File: src/rtl/player_ctrl.sv
// Player-ship controller: position, lives, level, shot rate-limiting and game phase.
// Buttons are level inputs; shoot is edge-detected and doubles as the resume button.
module player_ctrl #(
    parameter int unsigned pos_width_p    = 10,
    parameter int unsigned screen_width_p = 640,
    parameter int unsigned ship_width_p   = 32,
    parameter int unsigned step_p         = 4,
    parameter int unsigned init_lives_p   = 3,
    parameter int unsigned max_lives_p    = 5,
    parameter int unsigned bonus_every_p  = 2,
    parameter int unsigned num_levels_p   = 8,
    parameter int unsigned cooldown_p     = 8,
    parameter int unsigned flash_div_p    = 4
) (
    input  logic                                 clk_i,
    input  logic                                 reset_i,
    input  logic                                 frame_tick_i,
    input  logic                                 move_left_i,
    input  logic                                 move_right_i,
    input  logic                                 shoot_i,
    input  logic                                 hit_i,
    input  logic                                 level_clear_i,
    output logic [pos_width_p-1:0]               pos_left_o,
    output logic [pos_width_p-1:0]               pos_right_o,
    output logic [$clog2(max_lives_p+1)-1:0]     lives_o,
    output logic [$clog2(num_levels_p+1)-1:0]    level_o,
    output logic [6:0]                           state_o,
    output logic                                 alive_o,
    output logic                                 shot_fire_o,
    output logic                                 flash_o,
    output logic                                 level_beat_o,
    output logic                                 game_over_o,
    output logic                                 game_won_o
);

    localparam int unsigned lives_w_lp = $clog2(max_lives_p + 1);
    localparam int unsigned level_w_lp = $clog2(num_levels_p + 1);
    localparam int unsigned cool_w_lp  = $clog2(cooldown_p + 1);
    localparam int unsigned flash_w_lp = $clog2(flash_div_p + 1);

    localparam logic [pos_width_p:0]   max_pos_lp    = (pos_width_p+1)'(screen_width_p - ship_width_p);
    localparam logic [pos_width_p:0]   step_lp       = (pos_width_p+1)'(step_p);
    localparam logic [pos_width_p-1:0] center_lp     = pos_width_p'((screen_width_p - ship_width_p) / 2);
    localparam logic [pos_width_p-1:0] ship_m1_lp    = pos_width_p'(ship_width_p - 1);
    localparam logic [lives_w_lp-1:0]  init_lives_lp = lives_w_lp'(init_lives_p);
    localparam logic [lives_w_lp-1:0]  max_lives_lp  = lives_w_lp'(max_lives_p);
    localparam logic [level_w_lp-1:0]  last_level_lp = level_w_lp'(num_levels_p);
    localparam logic [cool_w_lp-1:0]   cooldown_lp   = cool_w_lp'(cooldown_p);
    localparam logic [flash_w_lp-1:0]  flash_last_lp = flash_w_lp'(flash_div_p - 1);

    typedef enum logic [6:0] {
        ST_STILL    = 7'b0000001,
        ST_LEFT     = 7'b0000010,
        ST_RIGHT    = 7'b0000100,
        ST_HIT      = 7'b0001000,
        ST_DEAD     = 7'b0010000,
        ST_LVL_DONE = 7'b0100000,
        ST_WON      = 7'b1000000
    } state_e;

    state_e                  state_q, state_d;
    logic [pos_width_p-1:0]  pos_q, pos_d;
    logic [lives_w_lp-1:0]   lives_q, lives_d;
    logic [level_w_lp-1:0]   level_q, level_d;
    logic [cool_w_lp-1:0]    cool_q, cool_d;
    logic [flash_w_lp-1:0]   flash_cnt_q, flash_cnt_d;
    logic                    flash_q, flash_d;
    logic                    shoot_q;
    logic                    shot_fire_q, shot_fire_d;
    logic                    level_beat_q, level_beat_d;
    logic                    shoot_rise_s;
    logic [pos_width_p:0]    pos_ext_s, left_ext_s, right_ext_s;

    assign shoot_rise_s = shoot_i & ~shoot_q;

    // Saturating one-step moves, evaluated one bit wider so nothing wraps.
    always_comb begin
        pos_ext_s   = {1'b0, pos_q};
        left_ext_s  = (pos_ext_s < step_lp) ? {(pos_width_p+1){1'b0}} : (pos_ext_s - step_lp);
        right_ext_s = pos_ext_s + step_lp;
        if (right_ext_s > max_pos_lp) begin
            right_ext_s = max_pos_lp;
        end else begin
            right_ext_s = pos_ext_s + step_lp;
        end
    end

    // Next-state logic for phase, position, lives, level, cooldown and pulses.
    always_comb begin
        state_d      = state_q;
        pos_d        = pos_q;
        lives_d      = lives_q;
        level_d      = level_q;
        shot_fire_d  = 1'b0;
        level_beat_d = 1'b0;
        if (frame_tick_i && (cool_q != cool_w_lp'(0))) begin
            cool_d = cool_q - cool_w_lp'(1);
        end else begin
            cool_d = cool_q;
        end

        case (state_q)
            ST_STILL, ST_LEFT, ST_RIGHT: begin
                if (frame_tick_i && (state_q == ST_LEFT)) begin
                    pos_d = pos_width_p'(left_ext_s);
                end else if (frame_tick_i && (state_q == ST_RIGHT)) begin
                    pos_d = pos_width_p'(right_ext_s);
                end else begin
                    pos_d = pos_q;
                end
                if (shoot_rise_s && (cool_q == cool_w_lp'(0))) begin
                    shot_fire_d = 1'b1;
                    cool_d      = cooldown_lp;
                end else begin
                    shot_fire_d = 1'b0;
                end
                // A level clear takes priority over a simultaneous hit.
                if (level_clear_i) begin
                    level_beat_d = 1'b1;
                    state_d      = (level_q == last_level_lp) ? ST_WON : ST_LVL_DONE;
                    if (((32'(level_q) % bonus_every_p) == 32'd0) && (lives_q < max_lives_lp)) begin
                        lives_d = lives_q + lives_w_lp'(1);
                    end else begin
                        lives_d = lives_q;
                    end
                end else if (hit_i) begin
                    if (lives_q > lives_w_lp'(1)) begin
                        lives_d = lives_q - lives_w_lp'(1);
                        state_d = ST_HIT;
                    end else begin
                        lives_d = lives_w_lp'(0);
                        state_d = ST_DEAD;
                    end
                end else if (move_left_i && !move_right_i) begin
                    state_d = ST_LEFT;
                end else if (move_right_i && !move_left_i) begin
                    state_d = ST_RIGHT;
                end else begin
                    state_d = ST_STILL;
                end
            end
            ST_HIT: begin
                if (shoot_rise_s) begin
                    state_d = ST_STILL;
                end else begin
                    state_d = ST_HIT;
                end
            end
            ST_LVL_DONE: begin
                if (shoot_rise_s) begin
                    level_d = level_q + level_w_lp'(1);
                    pos_d   = center_lp;
                    cool_d  = cool_w_lp'(0);
                    state_d = ST_STILL;
                end else begin
                    state_d = ST_LVL_DONE;
                end
            end
            ST_DEAD: begin
                if (shoot_rise_s) begin
                    lives_d = init_lives_lp;
                    level_d = level_w_lp'(1);
                    pos_d   = center_lp;
                    state_d = ST_STILL;
                end else begin
                    state_d = ST_DEAD;
                end
            end
            ST_WON: begin
                state_d = ST_WON;
            end
            default: begin
                state_d = ST_STILL;
            end
        endcase
    end

    // Ship visibility: blinks during the hit pause, starting dark on entry.
    always_comb begin
        flash_cnt_d = flash_cnt_q;
        flash_d     = flash_q;
        if ((state_d == ST_HIT) && (state_q != ST_HIT)) begin
            flash_cnt_d = flash_w_lp'(0);
            flash_d     = 1'b0;
        end else if (state_d == ST_HIT) begin
            if (frame_tick_i && (flash_cnt_q == flash_last_lp)) begin
                flash_cnt_d = flash_w_lp'(0);
                flash_d     = ~flash_q;
            end else if (frame_tick_i) begin
                flash_cnt_d = flash_cnt_q + flash_w_lp'(1);
                flash_d     = flash_q;
            end else begin
                flash_d     = flash_q;
            end
        end else begin
            flash_d = (state_d != ST_DEAD) && (state_d != ST_WON);
        end
    end

    // State registers with synchronous reset.
    always_ff @(posedge clk_i) begin
        if (reset_i) begin
            state_q      <= ST_STILL;
            pos_q        <= center_lp;
            lives_q      <= init_lives_lp;
            level_q      <= level_w_lp'(1);
            cool_q       <= cool_w_lp'(0);
            flash_cnt_q  <= flash_w_lp'(0);
            flash_q      <= 1'b1;
            shoot_q      <= 1'b1;
            shot_fire_q  <= 1'b0;
            level_beat_q <= 1'b0;
        end else begin
            state_q      <= state_d;
            pos_q        <= pos_d;
            lives_q      <= lives_d;
            level_q      <= level_d;
            cool_q       <= cool_d;
            flash_cnt_q  <= flash_cnt_d;
            flash_q      <= flash_d;
            shoot_q      <= shoot_i;
            shot_fire_q  <= shot_fire_d;
            level_beat_q <= level_beat_d;
        end
    end

    assign pos_left_o   = pos_q;
    assign pos_right_o  = pos_q + ship_m1_lp;
    assign lives_o      = lives_q;
    assign level_o      = level_q;
    assign state_o      = state_q;
    assign alive_o      = (state_q == ST_STILL) || (state_q == ST_LEFT) || (state_q == ST_RIGHT);
    assign shot_fire_o  = shot_fire_q;
    assign flash_o      = flash_q;
    assign level_beat_o = level_beat_q;
    assign game_over_o  = (state_q == ST_DEAD);
    assign game_won_o   = (state_q == ST_WON);

endmodule

File: config.mk
export PLATFORM = sky130hd
export DESIGN_NAME = player_ctrl
export DESIGN_NICKNAME = d
export VERILOG_FILES = /design/src/rtl/player_ctrl.sv
export SDC_FILE = /design/constraint.sdc
export NUM_CORES = 1
export LEC_CHECK = 0
export CELL_PAD_IN_SITES_DETAIL_PLACEMENT = 1
export CELL_PAD_IN_SITES_GLOBAL_PLACEMENT = 2
export CORE_ASPECT_RATIO = 0.6
export CORE_MARGIN = 4
export CORE_UTILIZATION = 29
export CTS_CLUSTER_SIZE = 24
export DETAILED_ROUTE_END_ITERATION = 8
export GPL_TIMING_DRIVEN = 0
export PLACE_DENSITY = 0.89
export SLEW_MARGIN = 15
export SYNTH_ARGS = -nofsm -noshare
export SYNTH_HDL_FRONTEND = slang
export SYNTH_SLANG_ARGS = --single-unit
File: constraint.sdc
create_clock -name clk_i -period 3.1 [get_ports clk_i]
set_input_delay 0.62 -clock clk_i [delete_from_list [all_inputs] [get_ports clk_i]]
set_output_delay 0.62 -clock clk_i [all_outputs]
set_load 0.005 [all_outputs]
==> metrics.yaml, run 1 <==
status:
  status: "finished clean"
clocking:
  cts_made_buffers: 5
  clockBufferDepth: 2
  postCtsHoldBufs: 0
  clk_pin_slew_ns: 0.05
  insertion_delay_ns: 0.28
  ctsHtreeMaxLevel: 2
  cts_tree: "done"
  clock-sinks: 33
  postCtsSetupBuffers: 0
  root_buffer: "clkbuf_16"
grt:
  grt_usage_pct: 16.3
  grt_pass1_wl_um: 12500
  grt.overflow.total: 0
  grt_pass1_vias: 2368
  antenna_found_initial: 0
  grt_start_max_net_pins: 12
final_layout:
  final_cell_mix: "41 x clkdlybuf4s50_1, 33 x dfxtp_1, 29 x a21oi_1, 27 x nand2_1, 24 x nor2_1"
  post-route-util_pct: 41.1
  final_nets: 373
  drive_gt1_share_pct: 7.93
  antennaDiodeCount: 0
  area_growth_syn_to_layout_pct: 33.4
  n_fill_cell: 898
  layout_commonest_cell: "clkdlybuf4s50_1"
sta:
  fin_crit_sh_pct: 94.9
  rsz0062_at_grt: "false"
  slew-limit-headroom_pct: 56.4
  max_freq_mhz: 340
  fin_tns_setup_ns: 0
  finalClockSkew_ns: 0.00578
  finalSetupViolCount: 0
  worstMarginPinSlew_ns: 0.654
  slew_violations: 0
  min_period_ns: 2.94
  hold_viol: 0
critical_path:
  max_stage_delay_ns: 0.54
  cp_slowest_cell: "clkdlybuf4s50_1"
  criticalPathCategory: "reg -> out"
  worstPathArrival_ns: 2.32
  path_cells: "nor4_4 > inv_1 > nor2_1 > buf_2 > clkdlybuf4s50_1"
  critPathMaxFanout: 10
  crit_family: "buffers and inverters"
  cp-end-kind: "output pin"
  crit_path_start_kind: "register"
  cp_num_buf_inv: 3
  worstPathRequired_ns: 2.48
synthesis:
  syn_area_mm2: 0.00230
  synth_cell_types: 60
  yosys-top-cells-area: "dfxtp_1 29%, ha_1 7.1%, a21oi_1 6.3%"
  yosysWarnings: 0
  seq_area_frac_synth_pct: 28.7
  avgSynthCellArea_um2: 7.63
  synth-main-ff-cell: "dfxtp_1"
  synth_top_area_cell: "dfxtp_1"
  ys_seq_elements: 33
  synth_top_area_share_pct: 28.7
  synth_edf_count: 0
  synthCells: 302
  ys_async_sr_fraction_pct: 0
drt:
  wirelength_um: 7540
  dr.pass1.iters: 4
  dr.first_iter.drc_count: 131
  ant_nets: 0
  drcViolationCount: 0
  routedWlPerCell_um: 16.5
  viasPerCell: 5.18
  num_vias: 2367
flow_run:
  drv_cap: 0
floorplanning:
  initial_utilization_pct: 30.8
  pin_count: 48
  dieArea_mm2: 0.00948
  die_h_um: 77.0
  chipWidth_um: 123
  rows: 24
  core-area_mm2: 0.00748
place:
  portBuffers: 41
  place_congestion: 0.814
  dp_hpwl_um: 5890
power_and_ir_drop:
  power_density_mw_per_mm2: 468
  peakVddDrop_v: 0.000321
  power_leakage_nw: 1.18
worst_hold_path:
  hp-class: "reg -> reg"
-- cell type report --
| class | instances | area, um2 | share of cell area [%] |
|---|---|---|---|
| clock buffers | 5 | 125 | 4.07 |
| well taps | 104 | 130 | 4.24 |
| inverters | 17 | 63.8 | 2.08 |
| flip-flops and latches | 33 | 661 | 21.5 |
| clock inverters | 3 | 65.1 | 2.12 |
| multi-input cells | 232 | 1510 | 49.3 |
| plain buffers | 22 | 103 | 3.34 |
| repair buffers | 41 | 410 | 13.4 |
-- power breakdown --
| part | switching [W] | internal [W] |
|---|---|---|
| clock network | 0.000187 | 0.000459 |
| logic | 0.000166 | 0.000135 |
| registers | 0.0000338 | 0.000456 |
-- cells in the mapped netlist, types with 5 or more instances --
library cell / n
dfxtp_1: 33
o21ai_0: 15
a21oi_1: 29
nor3b_1: 5
xnor2_1: 8
nor3_1: 9
xor2_1: 5
ha_1: 13
nand2_1: 27
inv_1: 17
nand3_1: 15
nor2_1: 24
nor2b_1: 7
clkbuf_1: 16
and3_1: 6
-- through the flow --
step	hold slack (ns)	cells	area, um2	total power [W]	setup WS [ns]
after floorplan	0.428	304	2310	0.000685	0.765
after global placement	0.444	449	2850	0.000780	0.0630
after detailed placement	0.461	449	2850	0.000789	0.0410
after CTS	0.469	457	3050	0.00144	0.0375
after global routing	0.486	457	3070	0.00151	0.0422
final	0.464	457	3070	0.00144	0.158
-- state kept, by name, indices dropped and copies added (netlist names) --
register,count
cool_q,4
flash_cnt_q,3
shoot_q,1
state_o,7
flash_o,1
pos_left_o,8
level_beat_o,1
shot_fire_o,1
level_o,4
lives_o,3
-- final timing paths --
| path | end | cells after the start | slack, ns | from |
|---|---|---|---|---|
| worst min-delay path | flash_cnt_q[2] | 2 | 0.46 | flash_cnt_q[2] |
| worst max register to register | pos_left_o[3] | 8 | 0.28 | pos_left_o[3] |
| worst min register to register | flash_cnt_q[2] | 2 | 0.46 | flash_cnt_q[2] |
| worst max-delay path | alive_o | 5 | 0.16 | state_o[5] |
-- kinds of logic (layout without fill, tap and decap cells) --
logic type               after synthesis  in the layout  share of synthesized area (%)
AND/OR/NAND/NOR                      118            118                           27.6
AO/OA/AOI/OAI                         80             80                           22.5
buffers and inverters                 39             88                           7.06
flip-flops                            33             33                           28.7
adder cells (fa/ha/maj)               13             13                           7.06
XOR/XNOR                              13             13                           4.94
multiplexers                           4              4                           1.79
other                                  2              4                          0.326
-- worst reg2reg max path, delay by kind of cell, from the launching register on --
kind | cells | cell delay (ns)
AOI/OAI and AO/OA | 5 | 1.34
DFF | 1 | 0.58
buffers and inverters | 1 | 0.41
adders and majority gates | 1 | 0.27
and+or+nand+nor | 1 | 0.14
-- timing repair --
item,in CTS,in global routing
hold endpoints to repair,0,0
pin swaps,0,0
setup endpoints to repair,2,5
resized for setup,3,6
-- routing by layer --
layer | part of all wire [%] | track usage [%] | wire [um] | vias up
met3 | 6.1 | 3.46 | 457 | 4
met5 | 0 | 0 | 0 | -
met2 | 40 | 22.7 | 2990 | 51
met4 | 0.48 | 1.66 | 36 | 0
li1 | - | - | - | 1172
met1 | 54 | 26.1 | 4060 | 1140
(Power assumes the default switching activity.)
==> inputs of run 2 (changes only) <==
--- a/config.mk
+++ b/config.mk
@@ -14,6 +14,7 @@
 export DETAILED_ROUTE_END_ITERATION = 8
 export GPL_TIMING_DRIVEN = 0
 export PLACE_DENSITY = 0.89
+export REMOVE_ABC_BUFFERS = 1
 export SLEW_MARGIN = 15
 export SYNTH_ARGS = -nofsm -noshare
 export SYNTH_HDL_FRONTEND = slang
==> metrics.yaml, run 2 (synthesis results as in run 1) <==
status:
  status: "finished clean"
clocking:
  clockBufferDepth: 2  # unchanged
  cts_made_buffers: 5  # unchanged
  postCtsHoldBufs: 0  # unchanged
  cts_tree: "done"
  root_buffer: "clkbuf_16"
  clk_pin_slew_ns: 0.05  # about the same
  ctsHtreeMaxLevel: 2  # unchanged
  insertion_delay_ns: 0.28  # about the same
  clock-sinks: 33  # unchanged
grt:
  grt_start_max_net_pins: 29  # +17
  grt_usage_pct: 15.6  # -0.75 points
  grt.overflow.total: 0  # unchanged
  antenna_found_initial: 0  # unchanged
  grt_pass1_wl_um: 12100  # -3.9%
  grt_pass1_vias: 2310  # -2.4%
critical_path:
  critPathMaxFanout: 11  # +1
  r2r_slack_ns: 0.36  # +0.08 ns
  r2r_end: "pos_left_o[8]"
  crit_path_start_kind: "register"
  rr_worst_depth: 7  # -1
  r2r-start: "pos_left_o[2]"
  worstPathArrival_ns: 2.35  # +0.03 ns
  cp_num_buf_inv: 1  # -2
  cp-end-kind: "output pin"
  max_stage_delay_ns: 0.61  # +0.07 ns
  path_cells: "nor3_2 > nand2_1 > nor3b_4 > clkdlybuf4s50_1"
  criticalPathCategory: "reg -> out"
  crit_family: "simple AND/OR/NAND/NOR gates"
  worstPathRequired_ns: 2.48  # about the same
  cp_slowest_cell: "clkdlybuf4s50_1"
power_and_ir_drop:
  p_sw_w: 0.000371  # -3.9%
  peakVddDrop_v: 0.000185  # -42%
  power_density_mw_per_mm2: 427  # -8.7%
  p_int_w: 0.000882  # -16%
  combPwrFrac_pct: 22.7  # +1.7 points
  power_leakage_nw: 1.10  # -6.5%
  seqPwrFrac_pct: 39.1  # +5.0 points
  p_clk_share_pct: 38.2  # -6.8 points
  switching_share_pct: 29.6  # +2.7 points
  totalPowerFinal_w: 0.00125  # -13%
drt:
  num_vias: 2323  # -1.9%
  route.met3.wl_um: 315  # -31%
  drcViolationCount: 0  # unchanged
  wl_met2_um: 3150  # +5.4%
  routed.top_layer: "met4"
  wirelength_um: 7210  # -4.3%
  dr.pass1.iters: 4  # unchanged
  routedLengthMet1_um: 3700  # -8.8%
  viasPerCell: 5.32  # +2.6%
  dr.first_iter.drc_count: 124  # -5.3%
  ant_nets: 0  # unchanged
  routedWlPerCell_um: 16.5  # about the same
sta:
  worstMarginPinSlew_ns: 1.10  # +0.443 ns
  finalClockSkew_ns: 0.00513  # -0.000649 ns
  min_period_ns: 2.97  # +0.0235 ns
  slew_violations: 0  # unchanged
  slew-limit-headroom_pct: 26.7  # -30 points
  max_freq_mhz: 337  # -0.79%
  fin_crit_sh_pct: 95.7  # +0.76 points
  rsz0062_at_grt: "false"
  hold_viol: 0  # unchanged
  finalSetupViolCount: 0  # unchanged
final_layout:
  layout_commonest_cell: "clkdlybuf4s50_1"
  drive_gt1_share_pct: 5.71  # -2.2 points
  post-route-util_pct: 39.2  # -1.8 points
  final_nets: 353  # -5.4%
  post-route-cell-area_mm2: 0.00293  # -4.5%
  antennaDiodeCount: 0  # unchanged
  area_growth_syn_to_layout_pct: 27.4
  final_cell_mix: "43 x clkdlybuf4s50_1, 33 x dfxtp_1, 29 x a21oi_1, 27 x nand2_1, 23 x nor2_1"
  largest_register_ffs: 8  # unchanged
flow_run:
  drv_cap: 0  # unchanged
floorplanning:
  dieArea_mm2: 0.00948  # unchanged
  initial_utilization_pct: 30.8  # unchanged
  pin_count: 48  # unchanged
  rows: 24  # unchanged
  chipWidth_um: 123  # unchanged
  core-area_mm2: 0.00748  # unchanged
  die_h_um: 77.0  # unchanged
place:
  portBuffers: 43  # +4.9%
  dpl_cell_area_mm2: 0.00278  # -2.6%
  place_congestion: 0.787  # -3.3%
  dp_hpwl_um: 5330  # -9.5%
worst_hold_path:
  hold_end: "flash_cnt_q[2]"
  min_path_cells: 2  # unchanged
  min_from: "flash_cnt_q[2]"
  hp-class: "reg -> reg"
-- run 2: timing repair --
action                     4_1_cts  5_1_grt
resized for setup                4        0
setup endpoints to repair        2        0
buffers inserted                 0        0
-- run 2: how the worst max path moves through the flow --
| stage | from | end | depth (start not counted) |
|---|---|---|---|
| finish | state_o[0] | game_over_o | 4 |
| global route | state_o[0] | game_over_o | 4 |
| CTS | state_o[5] | alive_o | 4 |
| detailed placement | state_o[5] | alive_o | 4 |
| global placement | state_o[0] | game_over_o | 4 |
| floorplan | pos_left_o[2] | pos_left_o[8] | 8 |
-- run 2: metal layers --
layer / vias up / track usage (%)
met5: - / 0
met1: 1144 / 22.8
li1: 1136 / -
met2: 36 / 22.9
met3: 7 / 3.82
met4: 0 / 3.31
-- run 2: through the flow --
stage	TNS (ns)	hold slack (ns)	instances	worst slack, ns
2_1_floorplan	0	0.428	282	0.866
3_3_place_gp	-0.246	0.450	429	-0.246
3_5_place_dp	0	0.464	429	0.0683
4_1_cts	0	0.471	437	0.158
5_1_grt	0	0.496	437	0.0154
6_report	0	0.468	437	0.134
-- run 2: layout make-up --
cell class,count,area [um2]
multi-input cells,232,1510
inverters,17,63.8
well taps,104,130
repair buffers,43,430
clock buffers,8,136
fillers,889,4540
flip-flops and latches,33,661
-- run 2: worst reg2reg max path, stage by stage, from the launching register on --
cell and delay, ns:
dfxtp_1 0.58, ha_1 0.49, nand3_1 0.21, nand4bb_1 0.27, o311a_1 0.16, a21oi_1 0.57
o21ai_0 0.19, a2bb2oi_1 0.19
-- run 2: power by group through the flow --
stage               Combinational [W]  Sequential [W]  Clock (W)
floorplan                    0.000180        0.000490          0
global placement             0.000271        0.000494          0
detailed placement           0.000279        0.000498          0
CTS                          0.000285        0.000490   0.000486
global route                 0.000329        0.000495   0.000510
finish                       0.000284        0.000490   0.000478
==> inputs of run 3 (changes only) <==
--- a/config.mk
+++ b/config.mk
@@ -5,6 +5,7 @@
 export SDC_FILE = /design/constraint.sdc
 export NUM_CORES = 1
 export LEC_CHECK = 0
+export CAP_MARGIN = 20
 export CELL_PAD_IN_SITES_DETAIL_PLACEMENT = 1
 export CELL_PAD_IN_SITES_GLOBAL_PLACEMENT = 2
 export CORE_ASPECT_RATIO = 0.6
==> results of run 3 <==
No change in the layout: final DEF, timing and power equal those of run 2.
